--- src/rtl/param_shift_register.sv ---
// Parameterised shift/rotate/load register driven by a two-state FSM.
// An accepted operation runs repeat_cnt steps of the latched mode and
// shamt, one step per clock, then pulses done for a single cycle.
module param_shift_register #(
  parameter  int WIDTH = 8,
  parameter  int CNT_W = 8,
  localparam int SH_W  = $clog2(WIDTH)
) (
  input  logic             clk,
  input  logic             rst,
  input  logic             op_valid,
  output logic             op_ready,
  input  logic [2:0]       mode,
  input  logic [SH_W-1:0]  shamt,
  input  logic [CNT_W-1:0] repeat_cnt,
  input  logic             msb_in,
  input  logic             lsb_in,
  input  logic [WIDTH-1:0] data_in,
  output logic [WIDTH-1:0] data_out,
  output logic             msb_out,
  output logic             lsb_out,
  output logic             done
);

  typedef enum logic {
    IDLE = 1'b0,
    RUN  = 1'b1
  } state_e;

  localparam logic [WIDTH-1:0] ONES = '1;

  state_e           state_q, state_d;
  logic [2:0]       mode_q, mode_d;
  logic [SH_W-1:0]  shamt_q, shamt_d;
  logic [CNT_W-1:0] cnt_q, cnt_d;
  logic [WIDTH-1:0] data_q, data_d;
  logic             msb_q, lsb_q, done_q, done_d;

  logic [SH_W-1:0]  rot_k;
  logic [WIDTH-1:0] step_res;

  // Rotate amount reduced modulo WIDTH; shamt can exceed WIDTH-1 only
  // when WIDTH is not a power of two, and never reaches 2*WIDTH.
  always_comb begin
    if (int'(shamt_q) >= WIDTH) rot_k = SH_W'(int'(shamt_q) - WIDTH);
    else                        rot_k = shamt_q;
  end

  // Result of one step of the latched mode applied to the current contents.
  // Shifts by WIDTH or more naturally yield an all-fill word, since the
  // data term shifts to zero and the fill mask covers every bit.
  always_comb begin
    step_res = data_q;
    unique case (mode_q)
      3'b000: step_res = data_q;
      3'b001: step_res = (data_q >> shamt_q) | (msb_in ? ~(ONES >> shamt_q) : '0);
      3'b010: step_res = (data_q >> rot_k) | (data_q << (WIDTH - int'(rot_k)));
      3'b011: step_res = (data_q >> shamt_q)
                       | (data_q[WIDTH-1] ? ~(ONES >> shamt_q) : '0);
      3'b100: step_res = (data_q << shamt_q) | (lsb_in ? ~(ONES << shamt_q) : '0);
      3'b101: step_res = (data_q << shamt_q) | (data_q[0] ? ~(ONES << shamt_q) : '0);
      3'b110: step_res = (data_q << rot_k) | (data_q >> (WIDTH - int'(rot_k)));
      3'b111: step_res = data_in;
      default: step_res = data_q;
    endcase
  end

  // Next-state and operation bookkeeping for the IDLE/RUN controller.
  always_comb begin
    // NOTE: every variable gets a default first so no path leaves it unassigned and infers a latch.
    state_d = state_q;
    mode_d  = mode_q;
    shamt_d = shamt_q;
    cnt_d   = cnt_q;
    data_d  = data_q;
    done_d  = 1'b0;
    unique case (state_q)
      IDLE: begin
        if (op_valid) begin
          if (repeat_cnt != '0) begin
            mode_d  = mode;
            shamt_d = shamt;
            cnt_d   = repeat_cnt;
            state_d = RUN;
          end else begin
            done_d = 1'b1;
          end
        end
      end
      RUN: begin
        data_d = step_res;
        cnt_d  = cnt_q - 1'b1;
        if (cnt_q == CNT_W'(1)) begin
          state_d = IDLE;
          done_d  = 1'b1;
        end
      end
      default: state_d = IDLE;
    endcase
  end

  // State and output registers with synchronous reset; the edge-bit
  // copies track the pre-edge contents on every non-reset edge.
  always_ff @(posedge clk) begin
    // NOTE: non-blocking assignments so every register samples pre-edge values.
    if (rst) begin
      state_q <= IDLE;
      mode_q  <= '0;
      shamt_q <= '0;
      cnt_q   <= '0;
      data_q  <= '0;
      msb_q   <= 1'b0;
      lsb_q   <= 1'b0;
      done_q  <= 1'b0;
    end else begin
      state_q <= state_d;
      mode_q  <= mode_d;
      shamt_q <= shamt_d;
      cnt_q   <= cnt_d;
      data_q  <= data_d;
      msb_q   <= data_q[WIDTH-1];
      lsb_q   <= data_q[0];
      done_q  <= done_d;
    end
  end

  assign op_ready = (state_q == IDLE);
  assign data_out = data_q;
  assign msb_out  = msb_q;
  assign lsb_out  = lsb_q;
  assign done     = done_q;

endmodule

--- config.mk ---
export PLATFORM = sky130hd
export DESIGN_NAME = param_shift_register
export DESIGN_NICKNAME = d
export VERILOG_FILES = /design/src/rtl/param_shift_register.sv
export SDC_FILE = /design/constraint.sdc
export NUM_CORES = 1
export LEC_CHECK = 0
export CAP_MARGIN = 10
export CORE_AREA = 2 2 75 77
export CTS_CLUSTER_SIZE = 12
export DETAILED_ROUTE_END_ITERATION = 12
export DIE_AREA = 0 0 77 79
export HOLD_SLACK_MARGIN = 0.05
export PLACE_DENSITY = 0.76
export SYNTH_ARGS = -nofsm -noshare
export SYNTH_HDL_FRONTEND = slang
export SYNTH_SLANG_ARGS = --single-unit
--- constraint.sdc ---
create_clock -name clk -period 2.57 [get_ports clk]
set_input_delay 0.514 -clock clk [delete_from_list [all_inputs] [get_ports clk]]
set_output_delay 0.514 -clock clk [all_outputs]
set_load 0.02 [all_outputs]
==> results.toml <==
[run_status]
status = "completed"

[final_layout]
syn2layout_area_growth_pct = 19.1
final_net_count = 358
antenna_cells = 0
drive_gt1_share_pct = 13.3
fillers = 521
stdcell_count = 396
post-route-util_pct = 56.6

[synth]
synth-seq-area-share_pct = 20.5
ys_ff_latch = 26
synth_xor_area_share_pct = 0.691
syn-num-nets = 335
synth_ff_type = "dfxtp_1"
synth_top_area_share_pct = 20.5
synth_commonest_cells = "30 x nor2_1, 26 x dfxtp_1, 25 x nand2_1"
synth-async-reset-ratio_pct = 0
yosysWarningCount = 0
synth.avg_cell_area_um2 = 8.40
synthMuxAreaShare_pct = 23.4
synth_enable_flop_cells = 0
yosys.area.top_type = "dfxtp_1"
synth_area_mm2 = 0.00254
netlist_top_cells_area = "dfxtp_1 21%, mux4_2 14%, mux2i_1 7.9%"
synth_cells = 302
synth_fa_ha_area_share_pct = 2.96
synth-simple-area-share_pct = 18.9
synth_top_family_by_area = "compound AO/OA/AOI/OAI gates"
synth_compound_area_share_pct = 25.6
yosysMostFrequentCell = "nor2_1"
ys_types = 63

[routing]
vias = 2569
drc = 0
ant_nets = 0
detail_route.wirelength_mm = 7.37
viasPerCell = 6.49
detail_route.wl_per_cell_um = 18.6
drtIter0Drc = 186
firstDrtPassIters = 5

[critical_path]
startpoint_type = "register"
critical_path_class = "reg2reg"
crit_chain = "clkinv_1 -> ha_1 -> buf_4 -> or3_1 -> a2bb2oi_1 -> o21a_1 -> a311oi_1"
slowest_stage = "ha_1"
cp-end-kind = "register"
arrival_ns = 2.50
cpPeakStageDelay_ns = 0.48
critPathRequiredTime_ns = 2.75
critPathMaxFanout = 12

[clocking]
postCtsSetupRepairBufs = 0
cts_root_buf = "clkbuf_8"
clk_pin_slew_worst_paths_ns = 0.10
cts_hold_buf = 0
cts_sinks = 26
cts_tree = "yes"
clock_latency_ns = 0.28
cts-resized-gates = 0
cts_max_level = 1
cts_buffer_depth = 2
numCtsBuffers = 3

[global_routing]
grt_pass1_vias = 2459
grt_max_degree = 25
grt_pass1_wl_mm = 11.8
grt_usage_pct = 24.1
antenna_found_initial = 0
grt-ovfl-total = 0

[sta]
fmax_mhz = 431
fin_skew_ns = 0.00478
finalHoldViolCount = 0
setup_violations = 0
tightest_slew_ns = 0.683
setup_tns_ns = 0
whs_ns = 0.509
final-max-slew-violation-count = 0
slew_headroom_pct = 54.4
fin_crit_sh_pct = 90.2
fin_crit_ns = 2.32
rsz0062_at_grt = "false"

[power]
p_leak_nw = 1.02
finalPower_mw = 1.33
cellPowerDensity_mw_per_mm2 = 442
ir_drop_v = 0.000288

[floorplanning]
num_rows = 27
dieWidth_um = 77
start_util_pct = 47.5
ios = 39
die_y_um = 79
core_area_mm2 = 0.00534
dieArea_mm2 = 0.00608

[worst_hold_path]
min_path_type = "reg2reg"

[placement]
dp.cells = 392
hpwlAfterDp_mm = 5.21
io_buffers = 38
place.gp.congestion = 0.949

[job]
drv_cap = 0
final timing paths:
| path | startpoint | end | slack [ns] | cells after the start |
|---|---|---|---|---|
| worst max register to register | rot_k[0] | data_out[1] | 0.25 | 7 |
| worst max-delay path | rot_k[0] | data_out[1] | 0.25 | 7 |
| worst min-delay path | cnt_q[5] | cnt_q[5] | 0.51 | 2 |
| worst min register to register | cnt_q[5] | cnt_q[5] | 0.51 | 2 |
metal layers:
metal / global-route usage [%] / part of all wire [%] / up-vias
li1: - / - / 1199
met1: 31.0 / 41 / 1201
met2: 40.7 / 48 / 149
met3: 2.27 / 7.7 / 20
met4: 12.3 / 2.9 / 0
met5: 0 / 0 / -
placed cells by master (no fill, tap or decap), drive strengths merged, types with 4 or more instances in the layout:
cell and instances:
a221oi 7, nor2 30, a21oi 10, a31oi 10
mux4 16, a211oi 7, nor3 7, ha 6
o21bai 7, mux2i 20, o211ai 4, nand2 25
nor3b 6, buf 13, dfxtp 26, inv 10
clkdlybuf4s50 38, or3 4, nor2b 4, nand3 8
o21ai 10
worst max-delay path: cells and delay by family (launching register included):
kind,cells,cell delay [ns]
AOI/OAI and AO/OA,3,0.66
DFF,1,0.35
and+or+nand+nor,1,0.37
buffers and inverters,2,0.36
adders and majority gates,1,0.48
cell type report:
cell class	count	area [µm²]	area share (%)
clock buffers	3	41.3	1.37
clock inverters	1	30.0	0.994
inverters	12	45.0	1.49
multi-input cells	231	1820	60.1
flip-flops and latches	26	520	17.2
well taps	72	90.1	2.98
repair buffers	51	478	15.8
where the power goes:
group          switching [mW]  leakage, nW  internal, mW  total [mW]
logic                   0.238        0.775         0.238       0.476
registers              0.0757        0.214         0.435       0.511
clock network           0.138       0.0357         0.209       0.347
stage by stage:
| stage | worst slack, ns | area [µm²] |
|---|---|---|
| floorplan | 0.0315 | 2540 |
| global placement | 0.264 | 2950 |
| detailed placement | 0.222 | 2950 |
| CTS | 0.248 | 3020 |
| global route | 0.121 | 3020 |
| finish | 0.251 | 3020 |
flip-flops by register name (all words and copies together), names as in the netlist:
register	flops
cnt_q	8
data_out	8
done	1
lsb_out	1
mode_q	3
msb_out	1
rot_k	3
state_q	1
kinds of logic after synthesis:
| kind of cell | count (synthesis) |
|---|---|
| mux | 39 |
| flops | 26 |
| compound gates | 87 |
| fa+ha+maj | 6 |
| simple gates | 97 |
| xor+xnor | 2 |
| buf+inv | 45 |
Note: power is estimated with default switching activity, not from simulation.
